`src/rtl/camera_capture_pkg.sv`:
```
// Shared types and constants for the OV7670 capture path.
package camera_capture_pkg;

    typedef enum logic [1:0] {IDLE, WAIT_FRAME, FRAME, LINE} CAPTURE_STATES;

    localparam int H_ACTIVE_DEFAULT = 640;
    localparam int V_ACTIVE_DEFAULT = 480;

    localparam int RGB_R_W = 5;
    localparam int RGB_G_W = 6;
    localparam int RGB_B_W = 5;
    localparam int PIX_W   = RGB_R_W + RGB_G_W + RGB_B_W;

    // The camera sends the byte holding red and upper green first.
    function automatic logic [PIX_W-1:0] pack_rgb565(input logic [7:0] first, input logic [7:0] second);
        return {first, second};
    endfunction

endpackage

```
`src/rtl/cam_sync_edge.sv`:
```
// Registers the raw camera bus once and derives VSYNC/HREF edge pulses from the registered copies.
module cam_sync_edge (
    input  logic       clk,
    input  logic       rst_n,
    input  logic       cam_vsync,
    input  logic       cam_href,
    input  logic [7:0] cam_data,
    output logic       vsync,
    output logic       href,
    output logic [7:0] data,
    output logic       vsync_rise,
    output logic       vsync_fall,
    output logic       href_rise,
    output logic       href_fall
);

    logic vsync_prev;
    logic href_prev;

    always_ff @(posedge clk) begin
        if (!rst_n) begin
            vsync      <= 1'b0;
            href       <= 1'b0;
            data       <= 8'h00;
            vsync_prev <= 1'b0;
            href_prev  <= 1'b0;
        end else begin
            vsync      <= cam_vsync;
            href       <= cam_href;
            data       <= cam_data;
            vsync_prev <= vsync;
            href_prev  <= href;
        end
    end

    assign vsync_rise = vsync & ~vsync_prev;
    assign vsync_fall = ~vsync & vsync_prev;
    assign href_rise  = href & ~href_prev;
    assign href_fall  = ~href & href_prev;

endmodule

```
`src/rtl/ov7670_pixel_capture.sv`:
```
// Pairs OV7670 bytes into RGB565 pixels on a one-entry valid/ready output register,
// tracking frame/line position and flagging overrun and geometry errors.
module ov7670_pixel_capture
    import camera_capture_pkg::*;
#(
    parameter int H_ACTIVE = H_ACTIVE_DEFAULT,
    parameter int V_ACTIVE = V_ACTIVE_DEFAULT
) (
    input  logic                          clk,
    input  logic                          rst_n,
    input  logic                          enable,
    input  logic                          cam_vsync,
    input  logic                          cam_href,
    input  logic [7:0]                    cam_data,
    output logic [PIX_W-1:0]              pix_data,
    output logic                          pix_valid,
    input  logic                          pix_ready,
    output logic                          pix_sof,
    output logic                          pix_eol,
    output logic                          frame_done,
    output logic [$clog2(V_ACTIVE+1)-1:0] line_cnt,
    output logic [15:0]                   frame_cnt,
    input  logic                          err_clr,
    output logic                          err_overrun,
    output logic                          err_geometry
);

    localparam int LW = $clog2(V_ACTIVE + 1);
    localparam int XW = $clog2(H_ACTIVE + 1);
    localparam int BW = $clog2(2 * H_ACTIVE + 2);
    localparam logic [LW-1:0] LINES_FULL = LW'(V_ACTIVE);
    localparam logic [XW-1:0] X_SAT      = XW'(H_ACTIVE);
    localparam logic [XW-1:0] X_LAST     = XW'(H_ACTIVE - 1);
    localparam logic [BW-1:0] BYTES_LINE = BW'(2 * H_ACTIVE);
    localparam logic [BW-1:0] BYTES_SAT  = BW'(2 * H_ACTIVE + 1);

    logic       vsync, href, vsync_rise, vsync_fall, href_rise, href_fall;
    logic [7:0] data;

    cam_sync_edge u_sync (
        .clk        (clk),
        .rst_n      (rst_n),
        .cam_vsync  (cam_vsync),
        .cam_href   (cam_href),
        .cam_data   (cam_data),
        .vsync      (vsync),
        .href       (href),
        .data       (data),
        .vsync_rise (vsync_rise),
        .vsync_fall (vsync_fall),
        .href_rise  (href_rise),
        .href_fall  (href_fall)
    );

    CAPTURE_STATES state, state_next;
    logic          frame_start, frame_end, line_end, byte_take, geom_set;

    logic [7:0]    first_byte;
    logic          byte_phase;
    logic [XW-1:0] x_cnt;
    logic [BW-1:0] byte_cnt;
    logic          sof_pending;
    logic          form_pixel, load_pixel, drop_pixel;

    always_ff @(posedge clk) begin
        if (!rst_n) state <= IDLE;
        else        state <= state_next;
    end

    // A VSYNC rise always beats a same-cycle HREF rise, so a line never starts in blanking.
    always_comb begin
        state_next  = state;
        frame_start = 1'b0;
        frame_end   = 1'b0;
        line_end    = 1'b0;
        byte_take   = 1'b0;
        geom_set    = 1'b0;
        if (!enable) begin
            state_next = IDLE;
        end else begin
            case (state)
                IDLE: state_next = WAIT_FRAME;
                WAIT_FRAME: begin
                    if (vsync_fall) begin
                        frame_start = 1'b1;
                        state_next  = FRAME;
                    end
                end
                FRAME: begin
                    if (vsync_rise) begin
                        frame_end  = 1'b1;
                        geom_set   = (line_cnt != LINES_FULL);
                        state_next = WAIT_FRAME;
                    end else if (href_rise && !vsync) begin
                        byte_take  = 1'b1;
                        state_next = LINE;
                    end
                end
                LINE: begin
                    if (vsync_rise) begin
                        frame_end  = 1'b1;
                        geom_set   = 1'b1;
                        state_next = WAIT_FRAME;
                    end else if (href_fall) begin
                        line_end   = 1'b1;
                        geom_set   = (byte_cnt != BYTES_LINE);
                        state_next = FRAME;
                    end else if (href) begin
                        byte_take  = 1'b1;
                    end
                end
                default: state_next = IDLE;
            endcase
        end
    end

    assign form_pixel = byte_take && byte_phase;
    assign load_pixel = form_pixel && (!pix_valid || pix_ready);
    assign drop_pixel = form_pixel && !load_pixel;

    always_ff @(posedge clk) begin
        if (!rst_n) begin
            pix_data    <= '0;
            pix_valid   <= 1'b0;
            pix_sof     <= 1'b0;
            pix_eol     <= 1'b0;
            frame_done  <= 1'b0;
            line_cnt    <= '0;
            frame_cnt   <= 16'd0;
            first_byte  <= 8'h00;
            byte_phase  <= 1'b0;
            x_cnt       <= '0;
            byte_cnt    <= '0;
            sof_pending <= 1'b0;
        end else if (!enable) begin
            pix_valid   <= 1'b0;
            pix_sof     <= 1'b0;
            pix_eol     <= 1'b0;
            frame_done  <= 1'b0;
            line_cnt    <= '0;
            byte_phase  <= 1'b0;
            x_cnt       <= '0;
            byte_cnt    <= '0;
            sof_pending <= 1'b0;
        end else begin
            frame_done <= frame_end;
            if (frame_start) begin
                line_cnt    <= '0;
                sof_pending <= 1'b1;
            end
            if (frame_end) frame_cnt <= frame_cnt + 16'd1;
            if (line_end && line_cnt != LINES_FULL) line_cnt <= line_cnt + 1'b1;
            if (frame_start || frame_end || line_end) begin
                byte_phase <= 1'b0;
                x_cnt      <= '0;
                byte_cnt   <= '0;
            end
            if (byte_take) begin
                if (byte_cnt != BYTES_SAT) byte_cnt <= byte_cnt + 1'b1;
                byte_phase <= ~byte_phase;
                if (!byte_phase) first_byte <= data;
            end
            // x and the start-of-frame marker advance even when the pixel itself is dropped.
            if (form_pixel) begin
                sof_pending <= 1'b0;
                if (x_cnt != X_SAT) x_cnt <= x_cnt + 1'b1;
            end
            if (load_pixel) begin
                pix_data  <= pack_rgb565(first_byte, data);
                pix_valid <= 1'b1;
                pix_sof   <= sof_pending;
                pix_eol   <= (x_cnt == X_LAST);
            end else if (pix_valid && pix_ready) begin
                pix_valid <= 1'b0;
                pix_sof   <= 1'b0;
                pix_eol   <= 1'b0;
            end
        end
    end

    always_ff @(posedge clk) begin
        if (!rst_n) begin
            err_overrun  <= 1'b0;
            err_geometry <= 1'b0;
        end else begin
            if (drop_pixel)   err_overrun <= 1'b1;
            else if (err_clr) err_overrun <= 1'b0;
            if (geom_set)     err_geometry <= 1'b1;
            else if (err_clr) err_geometry <= 1'b0;
        end
    end

endmodule
```
`config.mk`:
```
export PLATFORM = sky130hd
export DESIGN_NAME = ov7670_pixel_capture
export DESIGN_NICKNAME = d
export VERILOG_FILES = /design/src/rtl/camera_capture_pkg.sv /design/src/rtl/cam_sync_edge.sv /design/src/rtl/ov7670_pixel_capture.sv
export SDC_FILE = /design/constraint.sdc
export NUM_CORES = 1
export LEC_CHECK = 0
export BUFFER_PORTS_ARGS = -buffer_cell sky130_fd_sc_hd__clkbuf_2
export CAP_MARGIN = 20
export CORE_MARGIN = 4
export CORE_UTILIZATION = 42
export DETAILED_ROUTE_END_ITERATION = 12
export GPL_TIMING_DRIVEN = 0
export SETUP_SLACK_MARGIN = 0.5
export SYNTH_ARGS = -nofsm -noshare
export SYNTH_HDL_FRONTEND = slang
export SYNTH_SLANG_ARGS = --single-unit
```
`constraint.sdc`:
```
create_clock -name clk -period 2.3 [get_ports clk]
set_input_delay 0 -clock clk [delete_from_list [all_inputs] [get_ports clk]]
set_output_delay 0 -clock clk [all_outputs]
set_load 0.05 [all_outputs]
```
[After elaboration in Yosys (flattened, before gate mapping)]
Index checks and enable logic that the tools add are counted.
Operators by class
  add/subtract/negate cells: 4
  equal/unequal tests: 11
  multiplexer cells: 45
  bitwise gates (word level): 11
  reductions and logical operators: 25
Operators by type and width (count)
  $mux 11: 3
  $mux 10: 3
  $mux 1: 29
  $ne 11x11->1 const B: 2
  $mux 9: 2
  $add 16x1->16 const B: 1
  $add 11x1->11 const B: 1
  $add 10x1->10 const B: 1
  $eq 10x10->1 const B: 1
  $mux 2: 5
  $ne 10x10->1 const B: 1
  $reduce_bool 2->1: 5
  $add 9x1->9 const B: 1
  $ne 9x9->1 const B: 1
  $pmux 2 s4: 1
  $not 1->1: 7
  $logic_and 1x1->1: 6
  $ne 3x2->1 const B: 2
  $reduce_and 2->1: 3
  $reduce_and 3->1: 2
  $and 1x1->1: 4
  $eq 2x2->1 const B: 2
  $pmux 1 s2: 2
  $logic_not 1->1: 3
  6 further kinds: 8
Word-level totals
  register bits after elaboration: 92
  bits of input ports: 15
  output and inout port bits: 47
  logic and storage cells: 116

[Depth between registers and ports, before layout]
Gate-level depths: netlist of the first run.
  depth after elaboration: 12
  depth in mapped cells: 8
  mapped depth without buffers: 7

[Modules after synthesis]
From an unflattened synthesis of the first run, not the netlist that was laid out.
Second synthesis, totals
  cells, all modules: 462
  area total of the unflattened synthesis: 4144.0 um^2
By module, submodules not included
  ov7670_pixel_capture: times used 1, cells each 433, area each 3782.4 um^2, sequential area each 1601.5 um^2
  cam_sync_edge: times used 1, cells each 29, area each 361.6 um^2, sequential area each 240.2 um^2

[Worst setup path before layout of the first run]
Ideal clock, no wire load.
  path kind: reg-to-reg
  start: register line_cnt[0]
  end: register line_cnt[8]
  library setup time: 0.071 ns
  arrival: 1.943 ns
  required time: 2.229 ns
  slack: 0.287 ns
  stages on the path, launching flop included: 8
  path buffers: 0
  clock period less this slack: 2.013 ns
  cell sequence: dfxtp_1 > inv_1 > ha_1 > and4b_1 > nand4_1 > nand2_2 > or4_1 > a21oi_1
Between the ends
  cells in the longest elaborated chain, start to end: 3
  elaborated cells between the ends (all ways): 5
  those cells by class: 1 x add/sub; 1 x eq/ne; 1 x mux; 2 x reduce/logical
RTL lines
  start: declaration: line ov7670_pixel_capture.sv:21  | output logic [$clog2(V_ACTIVE+1)-1:0] line_cnt,
  start signal: assignment: line ov7670_pixel_capture.sv:152  | if (line_end && line_cnt != LINES_FULL) line_cnt <= line_cnt + 1'b1;
  branches (longest 3 deep; another with $add 9x1->9)
Several ways; the timed one is not identified.
A chain may end at the register's enable or synchronous reset.

[Worst setup path after layout of the first run]
  start: register line_cnt[0]
  end: register line_cnt[7]
Same word-level chain as after synthesis.

==> summary.txt, run 1 <==
Final layout
  – Share of layout cells above drive strength 1: 0.2243
  – Filler cells: 929
  – Layout area overhead: 23.48%
  – Fin util: 0.5282
  – Area of the multi-input gates: 2210 um2
  – Diodes inserted: 0
  – Sequential Area: 1862 um2
  – Layout Cells excl Fill: 708
  – Nets: 593

Critical path
  – Crit Path Class: register to register
  – CP max-delay cell: or4_1
  – Delay-heaviest family, CP: simple AND/OR/NAND/NOR gates
  – Crit path cell chain: inv_1 -> ha_1 -> and4b_1 -> nand4_1 -> nand2_2 -> or4_1 -> a21oi_2
  – Worst Path Arrival: 2.02 ns
  – CP peak stage delay: 0.50 ns
  – Worst R2R Setup Slack: 0.56 ns
  – Worst setup SP type: register
  – Max FO, Critical Path: 5
  – CP bufs+invs: 1
  – Critical Path End Type: register
  – CP required: 2.59 ns

Routing
  – WL met3: 528 um
  – Routed len/inst: 14.18 um
  – # DRC: 0
  – DR top layer: met4
  – Routed vias/inst: 5.271
  – DRT iter0 DRCs: 173
  – ANT nets after route: 0
  – Met2 wire length: 4553 um
  – Vias: 3732
  – Final WL: 10040 um
  – First-pass detailed-route iteration total: 4
  – Metal-1 WL: 4809 um

Placed design
  – Placed Cells: 672
  – Detailed placement HPWL: 7144 um
  – GPL Wtd Cong: 0.8164
  – Port bufs: 61

Timing
  – Setup TNS: 0 ns
  – Max Clock Skew: 0.01368 ns
  – Final Cycle Share: 0.7548
  – Tmin final: 1.736 ns
  – Max-slew violations: 0
  – Peak Freq: 0.5760 GHz
  – Hold Fails Final Rpt: 0
  – Unrepaired setup endpoints after global routing: yes
  – Setup violations, final: 0
  – Slew margin rel.: 0.5963
  – Worst Tran Pin Value: 0.6056 ns

Logic synthesis
  – Synth area leader: dfxtp_1
  – Number of library cell types mapped by synthesis: 56
  – Main area contributors after synthesis: dfxtp_1 44%, nand2_1 5.3%, nand3_1 5.3%, and2_1 4.2%, a21boi_1 3.6%
  – Synthesized instance count: 478
  – Post-Syn Nets: 501
  – Post-synth EDFFs: 0
  – Sequential area share after synthesis: 0.4426
  – Mapped cell area: 4161 um2
  – Post-synthesis sequential element count: 92
  – Synth warn: 0
  – Mapped Avg Cell Area: 8.706 um2
  – Top FF cell, synth: dfxtp_1
  – FFs w/ async S/R, synth: 0
  – Yosys top cell area share: 0.4426

Clocking
  – CTS tree: yes
  – Clk pin slew, worst setup/hold paths: 0.09 ns
  – TritonCTS Buffers: 9
  – Clock Latency Late Sink: 0.35 ns
  – H-Tree Level Count: 3
  – CTS Sinks: 92
  – CTS root buffer: clkbuf_8
  – Clock Tree Buf Depth: 2

Global routing
  – Total grt overflow: 0
  – Largest net degree at the start of global routing: 17
  – First-pass GRT wire length: 16610 um
  – Vias in the first global route: 3481
  – Gr usage total: 0.1767
  – Initial antenna violation count: 0

Floorplanning
  – DIE WIDTH: 107.5 um
  – Initial Utilization: 0.4277
  – Core area: 9729 um2
  – Die H: 107.5 um
  – Die Area: 11560 um2
  – IO Count: 62
  – Site Rows: 36

Outcome
  – Status: completed

Flow run
  – Max Cap Viol: 0

Worst hold path
  – Worst min-delay path class: input port to register

Power and ir drop
  – Total power: 3.048 mW
  – Pleak: 1.959 nW
  – Max VDD drop: 0.3177 mV
  – Pwr Density: 593.1 nW/um2
==> cell usage after synthesis, drive strengths merged (10+ instances only) <==
master  instances
and2           30
dfxtp          92
a21boi         29
inv            14
nand2          60
nor3           11
xnor2          10
nor2           19
o21ai          31
nand3          46
a21oi          15
clkbuf         15
==> placed cells by master (no fill, tap or decap), types with 4 or more instances in the layout <==
cell,instances
xnor2_1,10
a21boi_0,9
ha_1,8
dfxtp_1,82
dlygate4sd3_1,11
clkbuf_1,14
nor3_1,10
o31ai_1,4
buf_2,7
nand2b_1,4
and2_1,28
nand2_1,59
nand3_1,44
inv_1,14
o21ai_0,27
dfxtp_2,7
xor2_1,9
a21boi_1,20
buf_4,10
o21ai_1,4
and3_1,8
clkbuf_8,10
clkbuf_2,62
a21oi_1,13
nand4_1,6
or3_1,7
nor3b_1,6
nor2_1,17
==> worst min-delay path: cells and delay by family <==
kind                   cells  cell delay [ns]
buffers and inverters      1             0.21
and+or+nand+nor            2             0.18
AOI/OAI and AO/OA          1             0.05
==> power by group <==
group / total, mW / internal, mW / switching, mW
registers: 1.61 / 1.60 / 0.0107
clock network: 1.34 / 0.762 / 0.574
logic: 0.100 / 0.0458 / 0.0547
==> per-stage QoR <==
step,hold slack (ns),setup WS (ns),instance area (um2)
finish,0.1263,0.5640,5139
global route,0.1528,0.4780,5139
CTS,0.1062,0.5044,5031
detailed placement,0.2178,0.4060,4641
global placement,0.2171,0.4502,4641
floorplan,0.1273,0.5096,4169
==> sequential cells by signal, summed over array words and instances (netlist names) <==
register	flops
byte_phase	1
frame_done	1
u_sync.vsync	1
frame_cnt	16
first_byte	8
pix_valid	1
u_sync.href	1
u_sync.data	8
u_sync.vsync_prev	1
byte_cnt	11
pix_data	16
sof_pending	1
line_cnt	9
state	2
pix_eol	1
err_overrun	1
err_geometry	1
pix_sof	1
u_sync.href_prev	1
x_cnt	10
==> per-layer routing <==
layer  vias up  track usage
met4         0      0.05861
li1       1875            -
met5         -            0
met2        97       0.2762
met1      1746       0.2427
met3        14      0.03719
==> kinds of logic after synthesis <==
| group | synth area share |
|---|---|
| fa+ha+maj | 0.02405 |
| flops | 0.4426 |
| simple gates | 0.2983 |
| mux | 0.002405 |
| buf+inv | 0.03758 |
| xor+xnor | 0.03999 |
| compound gates | 0.1551 |
==> cell type report <==
type | instances | share of cell area
Clock inverter | 6 | 0.02264
Clock buffer | 10 | 0.02678
Buffer | 24 | 0.02167
Sequential cell | 92 | 0.3623
Tap cell | 133 | 0.03238
Timing Repair Buffer | 81 | 0.09399
Inverter | 14 | 0.01023
Multi-Input combinational cell | 348 | 0.4300
==> repair_timing <==
action,4_1_cts,5_1_grt
gates cloned,0,0
hold buffers,11,0
endpoints found under the hold margin,12,0
buffers inserted,2,7
resized for setup,3,20
pin swaps,1,5
endpoints found under the setup margin,16,53
==> worst paths after layout <==
| path | start | endpoint | cells past startpoint |
|---|---|---|---|
| worst min-delay path | enable | line_cnt[1] | 4 |
| worst min register to register | pix_data[6] | pix_data[6] | 2 |
| worst max-delay path | line_cnt[0] | line_cnt[7] | 7 |
| worst max register to register | line_cnt[0] | line_cnt[7] | 7 |
No activity file was read; power rests on OpenSTA's default activity.
==> run 2, diff against run 1 <==
--- a/config.mk
+++ b/config.mk
@@ -5,6 +5,7 @@
 export SDC_FILE = /design/constraint.sdc
 export NUM_CORES = 1
 export LEC_CHECK = 0
+export ABC_AREA = 1
 export BUFFER_PORTS_ARGS = -buffer_cell sky130_fd_sc_hd__clkbuf_2
 export CAP_MARGIN = 20
 export CORE_MARGIN = 4
==> constraint.sdc (replaced) <==
create_clock -name clk -period 1.7 [get_ports clk]
set_input_delay 0 -clock clk [delete_from_list [all_inputs] [get_ports clk]]
set_output_delay 0 -clock clk [all_outputs]
set_load 0.05 [all_outputs]
==> summary.txt, run 2 <==
Outcome
  – Status: completed (unchanged)

Logic synthesis
  – Synth area leader: dfxtp_1 (unchanged)
  – Post-synth EDFFs: 0 (unchanged)
  – Mapped Avg Cell Area: 6.734 um2 (was 8.706 um2)
  – Top FF cell, synth: dfxtp_1 (unchanged)
  – Synth warn: 0 (unchanged)
  – Synthesized instance count: 654 (was 478)
  – Main area contributors after synthesis: dfxtp_1 42%, nand2_1 14%, nand3_1 8.1%, inv_1 6.9%, a21oi_1 6.6% (was dfxtp_1 44%, nand2_1 5.3%, nand3_1 5.3%, and2_1 4.2%, a21boi_1 3.6%)
  – Post-Syn Nets: 677 (was 501)
  – Mapped cell area: 4404 um2 (was 4161 um2)
  – Yosys top cell area share: 0.4182 (was 0.4426)
  – Synth top cells by count: 169 x nand2_1, 92 x dfxtp_1, 81 x inv_1 (was 92 x dfxtp_1, 59 x nand2_1, 44 x nand3_1)
  – Post-synthesis sequential element count: 92 (unchanged)
  – Count leader, synth: nand2_1 (was dfxtp_1)
  – Number of library cell types mapped by synthesis: 29 (was 56)
  – Sequential area share after synthesis: 0.4182 (was 0.4426)
  – FFs w/ async S/R, synth: 0 (unchanged)

Flow run
  – Max Cap Viol: 0 (unchanged)

Clocking
  – H-Tree Level Count: 3 (unchanged)
  – TritonCTS Buffers: 9 (unchanged)
  – Clk pin slew, worst setup/hold paths: 0.10 ns (was 0.09 ns)
  – CTS tree: yes (unchanged)
  – Clock Latency Late Sink: 0.38 ns (was 0.35 ns)
  – CTS Sinks: 92 (unchanged)
  – Clock Tree Buf Depth: 2 (unchanged)
  – CTS root buffer: clkbuf_8 (unchanged)

Floorplanning
  – Die H: 110.4 um (was 107.5 um)
  – IO Count: 62 (unchanged)
  – Initial Utilization: 0.4285 (was 0.4277)
  – Die Area: 12190 um2 (was 11560 um2)
  – Site Rows: 37 (was 36)
  – Core area: 10280 um2 (was 9729 um2)
  – DIE WIDTH: 110.4 um (was 107.5 um)

Timing
  – Setup violations, final: 0 (unchanged)
  – Slew margin rel.: 0.5396 (was 0.5963)
  – Peak Freq: 0.6754 GHz (was 0.5760 GHz)
  – Tmin final: 1.481 ns (was 1.736 ns)
  – Final Cycle Share: 0.8709 (was 0.7548)
  – Hold Fails Final Rpt: 0 (unchanged)
  – Unrepaired setup endpoints after global routing: yes (unchanged)
  – Max-slew violations: 0 (unchanged)
  – Setup TNS: 0 ns (unchanged)
  – Max Clock Skew: 0.009371 ns (was 0.01368 ns)
  – Worst Tran Pin Value: 0.6906 ns (was 0.6056 ns)

Global routing
  – Initial antenna violation count: 0 (unchanged)
  – Largest net degree at the start of global routing: 17 (unchanged)
  – Gr usage total: 0.2049 (was 0.1767)
  – Vias in the first global route: 4478 (was 3481)
  – Total grt overflow: 0 (unchanged)
  – First-pass GRT wire length: 20910 um (was 16610 um)

Routing
  – Final WL: 12760 um (was 10040 um)
  – ANT nets after route: 0 (unchanged)
  – DRT iter0 DRCs: 179 (was 173)
  – Routed vias/inst: 5.020 (was 5.271)
  – Vias: 4674 (was 3732)
  – # DRC: 0 (unchanged)
  – Routed len/inst: 13.71 um (was 14.18 um)
  – First-pass detailed-route iteration total: 5 (was 4)

Critical path
  – Worst setup SP type: register (unchanged)
  – WP depth: 11 (was 7)
  – CP peak stage delay: 0.39 ns (was 0.50 ns)
  – CP startpoint: state[0] (was line_cnt[0])
  – Worst R2R End: byte_phase (was line_cnt[7])
  – CP max-delay cell: dfxtp_4 (was or4_1)
  – Delay-heaviest family, CP: buffers and inverters (was simple AND/OR/NAND/NOR gates)
  – Max FO, Critical Path: 5 (unchanged)
  – Crit path cell chain: inv_4 -> nand2_4 -> nor2_4 -> nand2_4 -> buf_6 -> nand2_4 -> buf_6 -> buf_6 -> buf_4 -> a21oi_2 -> nor2_1 (was inv_1 -> ha_1 -> and4b_1 -> nand4_1 -> nand2_2 -> or4_1 -> a21oi_2)
  – CP required: 2.02 ns (was 2.59 ns)
  – Crit Path Class: register to register (unchanged)
  – Critical Path End Type: register (unchanged)
  – Worst Path Arrival: 1.80 ns (was 2.02 ns)
  – Worst R2R Setup Slack: 0.22 ns (was 0.56 ns)
  – CP bufs+invs: 5 (was 1)
  – RR Startpoint: state[0] (was line_cnt[0])
  – Worst R2R Path Depth: 11 (was 7)

Worst hold path
  – HP Start: rst_n (was enable)
  – Worst min-delay path class: input port to register (unchanged)
  – Worst Hold End: u_sync.href (was line_cnt[1])
  – Hold Path Stages: 4 (unchanged)

Placed design
  – Detailed placement HPWL: 8003 um (was 7144 um)
  – GPL Wtd Cong: 0.8623 (was 0.8164)
  – Port bufs: 60 (was 61)
  – Area after DPL: 5161 um2 (was 4641 um2)

Power and ir drop
  – Sequential power share: 0.556 (was 0.529)
  – Max VDD drop: 0.7399 mV (was 0.3177 mV)
  – P_sw: 990.5 uW (was 639.8 uW)
  – Cell internal pwr: 2.909 mW (was 2.408 mW)
  – Combinational share of power: 0.051 (was 0.033)
  – Pleak: 2.678 nW (was 1.959 nW)
  – Pwr Density: 592.3 nW/um2 (was 593.1 nW/um2)
  – Net Sw Frac: 0.2540 (was 0.2099)
  – Clock Power Share: 0.393 (was 0.438)

Final layout
  – Share of layout cells above drive strength 1: 0.4151 (was 0.2243)
  – Final Cell Area: 6584 um2 (was 5139 um2)
  – Commonest cells after routing, fill and taps aside: 129 x nand2_1, 64 x inv_1, 60 x clkbuf_2 (was 82 x dfxtp_1, 62 x clkbuf_2, 59 x nand2_1)
  – Diodes inserted: 0 (unchanged)
  – Most common cell after layout, fill and taps aside: nand2_1 (was dfxtp_1)
  – Layout area overhead: 49.49% (was 23.48%)
  – Fin util: 0.6406 (was 0.5282)
  – Nets: 813 (was 593)
  – Regs by FF count: frame_cnt (16), pix_data (16), byte_cnt (11) (unchanged)
[run 2: power groups by stage]
stage / clock (mW) / combinational (mW) / sequential (mW)
floorplan: 0 / 0.0829 / 2.21
global placement: 0 / 0.130 / 2.22
detailed placement: 0 / 0.133 / 2.22
CTS: 1.57 / 0.185 / 2.17
global route: 1.65 / 0.222 / 2.17
finish: 1.53 / 0.199 / 2.17
[run 2: kinds of logic after synthesis]
logic type / count (synthesis) / share of synthesized area
buf+inv: 104 / 0.09517
fa+ha+maj: 8 / 0.02273
simple gates: 350 / 0.3452
compound gates: 96 / 0.1108
xor+xnor: 4 / 0.007956
flops: 92 / 0.4182
[run 2: final cells by class]
cell class	count	area, um2
fill	936	3694
clock buffer	12	166.4
inverter	86	352.8
clock inverter	4	37.54
buffer	18	155.1
multi-input combinational	462	2841
tap	136	170.2
timing repair buffer	121	929.6
sequential	92	1931
[run 2: worst max path at each step]
stage / to / slack (ns)
floorplan: line_cnt[4] / 0.34
global placement: state[0] / 0.07
detailed placement: state[0] / 0.05
CTS: x_cnt[2] / 0.25
global route: x_cnt[1] / 0.15
finish: byte_phase / 0.22
[run 2: worst register-to-register path: stages (launching register included)]
cell and delay (ns):
dfxtp_4 0.39, inv_4 0.07, nand2_4 0.05, nor2_4 0.14
nand2_4 0.09, buf_6 0.13, nand2_4 0.07, buf_6 0.13
buf_6 0.13, buf_4 0.11, a21oi_2 0.02, nor2_1 0.10
[run 2: what timing repair did]
action                                  in CTS  in global routing
resized for setup                          104                 85
endpoints found under the setup margin      71                 79
buffers inserted                            30                 12
cloned                                       8                  1
hold buffers                                14                  0
pin swaps                                   41                 33
hold endpoints to repair                    16                  0
[run 2: stage by stage]
step                setup slack, ns  instances  power [mW]  hold WS, ns
floorplan                    0.3428        654       2.297      0.09702
global placement            0.07264        850       2.347       0.1841
detailed placement          0.04632        850       2.349       0.1867
CTS                          0.2534        918       3.917       0.1494
global route                 0.1505        931       4.048       0.2214
finish                       0.2195        931       3.900       0.1682
[run 2: per-layer routing]
layer	GRT usage	up-vias	wire length (um)
li1	-	2386	-
met1	0.2493	2179	5636
met2	0.3580	96	6390
met3	0.05151	13	571
met4	0.05665	0	163
met5	0	-	0
